===== src/rtl/dmem_bridge.sv =====
// Stage-M data-memory responder: one request/response memory transaction per CPU access.
// Latency: store 2 stall cycles, load 3, misaligned 1; each ready/response wait cycle adds one.
// Backpressure: request held stable until mem_req_ready; pipeline stalled until the access completes.
module dmem_bridge #(
    parameter int ADDR_WIDTH = 32
) (
    input  logic                  clk,
    input  logic                  reset,
    input  logic [ADDR_WIDTH-1:0] cpu_addr,
    input  logic [31:0]           cpu_wdata,
    input  logic [3:0]            cpu_we,
    input  logic                  cpu_re,
    input  logic [1:0]            cpu_st_size,
    input  logic [2:0]            cpu_ld_size,
    output logic [31:0]           cpu_rdata,
    output logic                  cpu_stall,
    output logic                  cpu_misalign,
    output logic                  mem_req_valid,
    input  logic                  mem_req_ready,
    output logic                  mem_req_rw,
    output logic [ADDR_WIDTH-3:0] mem_req_addr,
    output logic [31:0]           mem_req_wdata,
    output logic [3:0]            mem_req_wmask,
    input  logic                  mem_resp_valid,
    input  logic [31:0]           mem_resp_data
);

    localparam logic [1:0] S_IDLE = 2'd0;
    localparam logic [1:0] S_REQ  = 2'd1;
    localparam logic [1:0] S_WAIT = 2'd2;
    localparam logic [1:0] S_DONE = 2'd3;

    localparam logic [1:0] ST_B = 2'b00;
    localparam logic [1:0] ST_H = 2'b01;

    localparam logic [2:0] LD_B  = 3'b000;
    localparam logic [2:0] LD_H  = 3'b001;
    localparam logic [2:0] LD_W  = 3'b010;
    localparam logic [2:0] LD_BU = 3'b100;
    localparam logic [2:0] LD_HU = 3'b101;

    logic [1:0] state;
    logic [1:0] off_q;
    logic [2:0] ld_size_q;

    logic       is_st;
    logic       op;
    logic [1:0] off;
    logic       mis_st;
    logic       mis_ld;
    logic       misaligned;
    logic [3:0] st_mask;
    logic [31:0] st_data;
    logic [7:0]  ld_byte;
    logic [15:0] ld_half;
    logic [31:0] ld_ext;

    // A store wins when both a store and a load are presented together.
    assign is_st = |cpu_we;
    assign op    = cpu_re | is_st;
    assign off   = cpu_addr[1:0];

    assign mis_st     = ((cpu_st_size == ST_H) && off[0]) || (cpu_st_size[1] && (off != 2'b00));
    assign mis_ld     = ((cpu_ld_size[1:0] == 2'b01) && off[0]) || ((cpu_ld_size == LD_W) && (off != 2'b00));
    assign misaligned = is_st ? mis_st : mis_ld;

    always_comb begin
        st_mask = 4'b1111;
        st_data = cpu_wdata;
        case (cpu_st_size)
            ST_B: begin
                st_mask = 4'b0001 << off;
                st_data = {4{cpu_wdata[7:0]}};
            end
            ST_H: begin
                st_mask = 4'b0011 << {off[1], 1'b0};
                st_data = {2{cpu_wdata[15:0]}};
            end
            default: begin
                st_mask = 4'b1111;
                st_data = cpu_wdata;
            end
        endcase
    end

    always_comb begin
        ld_byte = mem_resp_data[7:0];
        case (off_q)
            2'd0:    ld_byte = mem_resp_data[7:0];
            2'd1:    ld_byte = mem_resp_data[15:8];
            2'd2:    ld_byte = mem_resp_data[23:16];
            default: ld_byte = mem_resp_data[31:24];
        endcase
        ld_half = off_q[1] ? mem_resp_data[31:16] : mem_resp_data[15:0];
    end

    always_comb begin
        ld_ext = 32'd0;
        case (ld_size_q)
            LD_B:    ld_ext = {{24{ld_byte[7]}}, ld_byte};
            LD_H:    ld_ext = {{16{ld_half[15]}}, ld_half};
            LD_W:    ld_ext = mem_resp_data;
            LD_BU:   ld_ext = {24'd0, ld_byte};
            LD_HU:   ld_ext = {16'd0, ld_half};
            default: ld_ext = 32'd0;
        endcase
    end

    assign cpu_stall = ((state == S_IDLE) && op) || (state == S_REQ) || (state == S_WAIT);

    always_ff @(posedge clk or negedge reset) begin
        if (!reset) begin
            state         <= S_IDLE;
            off_q         <= 2'd0;
            ld_size_q     <= 3'd0;
            cpu_rdata     <= 32'd0;
            cpu_misalign  <= 1'b0;
            mem_req_valid <= 1'b0;
            mem_req_rw    <= 1'b0;
            mem_req_addr  <= '0;
            mem_req_wdata <= 32'd0;
            mem_req_wmask <= 4'd0;
        end else begin
            cpu_misalign <= 1'b0;
            case (state)
                S_IDLE: begin
                    if (op) begin
                        if (misaligned) begin
                            cpu_misalign <= 1'b1;
                            state        <= S_DONE;
                        end else begin
                            mem_req_addr  <= cpu_addr[ADDR_WIDTH-1:2];
                            off_q         <= off;
                            mem_req_rw    <= is_st;
                            ld_size_q     <= cpu_ld_size;
                            mem_req_wmask <= is_st ? st_mask : 4'd0;
                            mem_req_wdata <= st_data;
                            mem_req_valid <= 1'b1;
                            state         <= S_REQ;
                        end
                    end
                end
                S_REQ: begin
                    if (mem_req_ready) begin
                        mem_req_valid <= 1'b0;
                        state         <= mem_req_rw ? S_DONE : S_WAIT;
                    end
                end
                S_WAIT: begin
                    if (mem_resp_valid) begin
                        cpu_rdata <= ld_ext;
                        state     <= S_DONE;
                    end
                end
                default: begin
                    // One unstalled cycle; inputs are ignored so a held request is not re-issued here.
                    state <= S_IDLE;
                end
            endcase
        end
    end

endmodule


===== config.mk =====
export PLATFORM = sky130hd
export DESIGN_NAME = dmem_bridge
export DESIGN_NICKNAME = d
export VERILOG_FILES = /design/src/rtl/dmem_bridge.sv
export SDC_FILE = /design/constraint.sdc
export NUM_CORES = 1
export LEC_CHECK = 0
export ABC_AREA = 1
export BUFFER_PORTS_ARGS = -buffer_cell sky130_fd_sc_hd__buf_2
export CORE_MARGIN = 2
export CORE_UTILIZATION = 53
export DETAILED_ROUTE_END_ITERATION = 10
export PLACE_DENSITY = 0.91
export SLEW_MARGIN = 15
export SYNTH_ARGS = -nofsm -noshare
export SYNTH_HDL_FRONTEND = slang
export SYNTH_SLANG_ARGS = --single-unit

===== constraint.sdc =====
create_clock -name clk -period 2.8 [get_ports clk]
set_clock_uncertainty 0.1 [all_clocks]
set_input_delay 0.14 -clock clk [delete_from_list [all_inputs] [get_ports clk]]
set_output_delay 0.14 -clock clk [all_outputs]
set_load 0.005 [all_outputs]

Word level (Yosys, flattened, before mapping)
Index checks and enable logic that the tools add are counted.
- equality and inequality tests: 15
- shift operators: 2
- mux-type cells: 20
- bitwise gates (word level): 2
- reductions and logical operators: 20
- operator list (operator ; count):
    32-bit one-hot mux with 5 select lines ; 1
    32-bit one-hot mux with 2 select lines ; 1
    8-bit one-hot mux with 3 select lines ; 1
    16-bit 2-to-1 mux ; 1
    2-bit by 1-bit equality test with 1-bit output (second input constant) ; 4
    1-bit 2-to-1 mux ; 8
    2-bit 2-to-1 mux ; 4
    2-bit != test (second input constant) ; 4
    4-bit one-hot mux with 2 select lines ; 1
    3-bit by 2-bit equality test with 1-bit output (second input constant) ; 2
    3-bit equality test (second input constant) ; 2
    2-bit zero test ; 3
    2-bit one-hot mux with 3 select lines ; 1
    3-bit AND reduction ; 2
    1-bit logical AND ; 5
    2-bit equality test (second input constant) ; 2
    1-bit logical OR ; 4
    4-bit 2-to-1 mux ; 1
    4-bit AND reduction ; 1
    2-bit nonzero test ; 2
    4-bit OR reduction ; 1
    1-bit by 2-bit << shifter with 4-bit output (first input constant) ; 1
    2-bit by 2-bit << shifter with 4-bit output (first input constant) ; 1
    3-bit by 1-bit equality test with 1-bit output (second input constant) ; 1
    5 further kinds ; 5
- register bits: 108
- input bits: 110
- output and inout port bits: 102
- word-level logic and storage cells: 69

Longest topological paths before layout
- depth in word-level cells: 7
- mapped depth: 11
- depth with buffers taken out: 10

Worst setup path after synthesis
Ideal clock, no wire load.
- path type: reg-to-reg
- start point: reg state[0]
- end point: reg mem_req_wdata[12]
- data arrival time: 1.331 ns
- data required time: 2.568 ns
- slack: 1.237 ns
- stages on the path, launching flop included: 10
- buffers on the path: 2
- clock period less this slack: 1.563 ns
- path through: dfrtp_1 -> inv_1 -> ha_1 -> nand2_1 -> inv_1 -> nand2_1 -> buf_4 -> buf_4 -> nand2_1 -> o21ai_0
- word-level cells in the longest chain between the ends: 2
- RTL lines (element ; line ; RTL):
    start, declared ; 42 ; logic [1:0] state;
    start signal, assigned ; 146 ; state <= mem_req_rw ? S_DONE : S_WAIT;
    2-bit zero test ; 125 ; case (state)
    3-bit AND reduction (no source line) ; - ;
    end signal, assigned ; 137 ; mem_req_wdata <= st_data;
    end, declared ; 22 ; output logic [31:0] mem_req_wdata,
No other way between the ends.
A chain may end at the register's enable or synchronous reset.

Final worst setup path
- start point: reg state[1]
- end point: reg mem_req_wdata[18]
Same word-level chain as after synthesis.

==> impl_metrics.env <==
export IMPL_nNetsFinal=1098
export IMPL_peakVddDrop_v=0.000533
export IMPL_wire_per_inst_um=16.1
export IMPL_outcome="finished, final reports clean"
export IMPL_period_share_pct=75.8
export IMPL_synth_largest_area_cell="dfrtp_1"
export IMPL_syn_area_sq_um=5320
export IMPL_dieWidth_um=104
export IMPL_design_core_area_sq_um=9770
export IMPL_finalCoreUtilization_pct=74.8
export IMPL_synth_seq_cells=108
export IMPL_first_iter_violations=431
export IMPL_diodes=0
export IMPL_setup_violations=0
export IMPL_grt_pass1_vias=5930
export IMPL_start_util_pct=54.4
export IMPL_grt_usage_pct=33.9
export IMPL_multi_input_area_sq_um=2270
export IMPL_ys_seq_area_share_pct=50.8
export IMPL_io_pin_count=212
export IMPL_critPathSlowestCell="dfrtp_1"
export IMPL_layout_min_cycle_time_ps=2120
export IMPL_seqCellArea_sq_um=2700
export IMPL_vias_per_cell=5.28
export IMPL_mostFrequentLayoutCells="nand2_1, buf_2, dfrtp_1, dlygate4sd3_1, inv_1"
export IMPL_syn_to_final_growth_pct=37.5
export IMPL_finalSetupTns_ps=0
export IMPL_syn_nets=838
export IMPL_gp_congestion=0.940
export IMPL_cts_path_max_buffers=2
export IMPL_worstPathMaxFanout=78
export IMPL_cp_arrival_ps=2290
export IMPL_dp_hpwl_um=11000
export IMPL_grt_pass1_wl_um=29300
export IMPL_final_common_cell="nand2_1"
export IMPL_routed_wl_um=18000
export IMPL_ant_nets=0
export IMPL_ys_warn_count=0
export IMPL_antenna_found_initial=0
export IMPL_drive_gt1_share_pct=24.5
export IMPL_p_leak_uw=0.00428
export IMPL_grt_max_degree=79
export IMPL_p_total_uw=7060
export IMPL_overflow=0
export IMPL_crit_required_ps=2970
export IMPL_htree_levels=3
export IMPL_synth_area_leaders="dfrtp_1, nand2_1, o21ai_0"
export IMPL_layout_setup_ws_ps=677
export IMPL_n_fill_cell=740
export IMPL_cts_root_buffer="clkbuf_8"
export IMPL_critPathKind="reg2reg"
export IMPL_rows=36
export IMPL_avgSynthCellArea_sq_um=7.34
export IMPL_clk_pin_slew_ps=120
export IMPL_cts_made_buffers=9
export IMPL_drv_cap=0
export IMPL_crit_chain="inv_1, ha_1, nand2_1, inv_1, nand2_4, buf_12, nand2_1, o21ai_0"
export IMPL_rsz0062_at_grt="no"
export IMPL_die_area_sq_um=10800
export IMPL_drv_slew=0
export IMPL_post_route_drc_count=0
export IMPL_first_pass_iters=6
export IMPL_hold_viol_final=0
export IMPL_reg2reg_slack_ps=680
export IMPL_max_stage_delay_ps=420
export IMPL_clock_fmax_ghz=0.471
export IMPL_cts_sinks=108
export IMPL_maxSlewHeadroom_pct=37.8
export IMPL_preCtsSetupSlack_ps=758
export IMPL_insertion_delay_ps=360
export IMPL_worstSetupEndpointType="register"
export IMPL_p_per_area_nw_per_um2=965
export IMPL_hp_class="in2reg"
export IMPL_numPortBuffers=211
export IMPL_yosysTopAreaCellShare_pct=50.8
export IMPL_worst_pin_slew_ps=930
export IMPL_die_h_um=104
export IMPL_start_kind="register"
export IMPL_synth_cell_types=22
export IMPL_cts_tree="yes"
export IMPL_synth_cells=724
export IMPL_num_vias=5928
## logic make-up after synthesis
| kind of cell | Yosys count | share of synthesized area [%] |
|---|---|---|
| AOI/OAI and AO/OA | 123 | 12.1 |
| adders and majority gates | 4 | 0.941 |
| buffers and inverters | 81 | 6.57 |
| DFF | 108 | 50.8 |
| and+or+nand+nor | 408 | 29.5 |
## stage by stage
stage               hold slack [ps]  instances  area, sq um
floorplan                      -256        724         5320
global placement                163       1045         6470
detailed placement              162       1045         6470
CTS                            2.07       1122         7310
global route                   15.4       1122         7310
finish                         5.32       1122         7310
## flip-flops by register name, summed over array words and instances, names as in the netlist
signal         count
ld_size_q          3
mem_req_wdata     32
mem_req_valid      1
mem_req_wmask      4
off_q              2
state              2
mem_req_addr      30
cpu_misalign       1
cpu_rdata         32
mem_req_rw         1
## final cells by class
| type | count | area share, % |
|---|---|---|
| inverter | 48 | 2.46 |
| timing repair buffer | 282 | 24.0 |
| tap | 133 | 2.28 |
| multi-input combinational | 535 | 31.1 |
| clock buffer | 10 | 1.88 |
| clock inverter | 6 | 1.28 |
| sequential | 108 | 37.0 |
## Yosys cell counts
cell type	instances
inv_1	47
nor2_2	1
nor2_4	1
o21a_1	1
buf_2	12
nand4_1	2
a21boi_0	7
ha_1	4
buf_4	8
a21oi_1	37
or2_2	1
nand2_1	341
buf_1	2
dfrtp_1	108
o21ai_0	41
o211ai_1	2
a211o_1	1
clkbuf_1	11
o21ai_1	34
inv_2	1
nand3_1	17
nor2_1	45
## worst max-delay path, delay by kind of cell, from the launching register on
family / cells / cell delay, ps
buf+inv: 3 / 500
simple gates: 3 / 550
compound gates: 1 / 160
fa+ha+maj: 1 / 250
flops: 1 / 420
## path summary, 6_finish.rpt
check / startpoint / to / cells past startpoint
worst max-delay path: state[1] / mem_req_wdata[18] / 8
worst min-delay path: cpu_addr[0] / off_q[0] / 3
worst max register to register: state[1] / mem_req_wdata[18] / 8
worst min register to register: cpu_rdata[7] / cpu_rdata[7] / 2
max in group asynchronous: reset / mem_req_wmask[1] / 3
min in group asynchronous: reset / cpu_rdata[10] / 2
## power by group
part / internal, uW / switching [uW] / total [uW] / leakage (uW)
Clock: 539 / 568 / 1110 / 0.000119
Sequential: 2270 / 455 / 2720 / 0.00137
Combinational: 1300 / 1930 / 3220 / 0.00279
## per-layer routing
metal  share of wire [%]  routed length [um]  track usage (%)  up-vias
met5                   0                   0                0        -
met4                 5.0                 905             17.1        0
met3                 9.7                1750             8.33       79
met2                  49                8770             57.4      379
met1                  37                6610             40.1     2691
li1                    -                   -                -     2779
## what timing repair did
action,4_1_cts,5_1_grt
hold buffers,61,0
gates resized for setup,0,0
endpoints found under the hold margin,124,0
buffers inserted,0,0
Note: power is estimated with default switching activity, not from simulation.
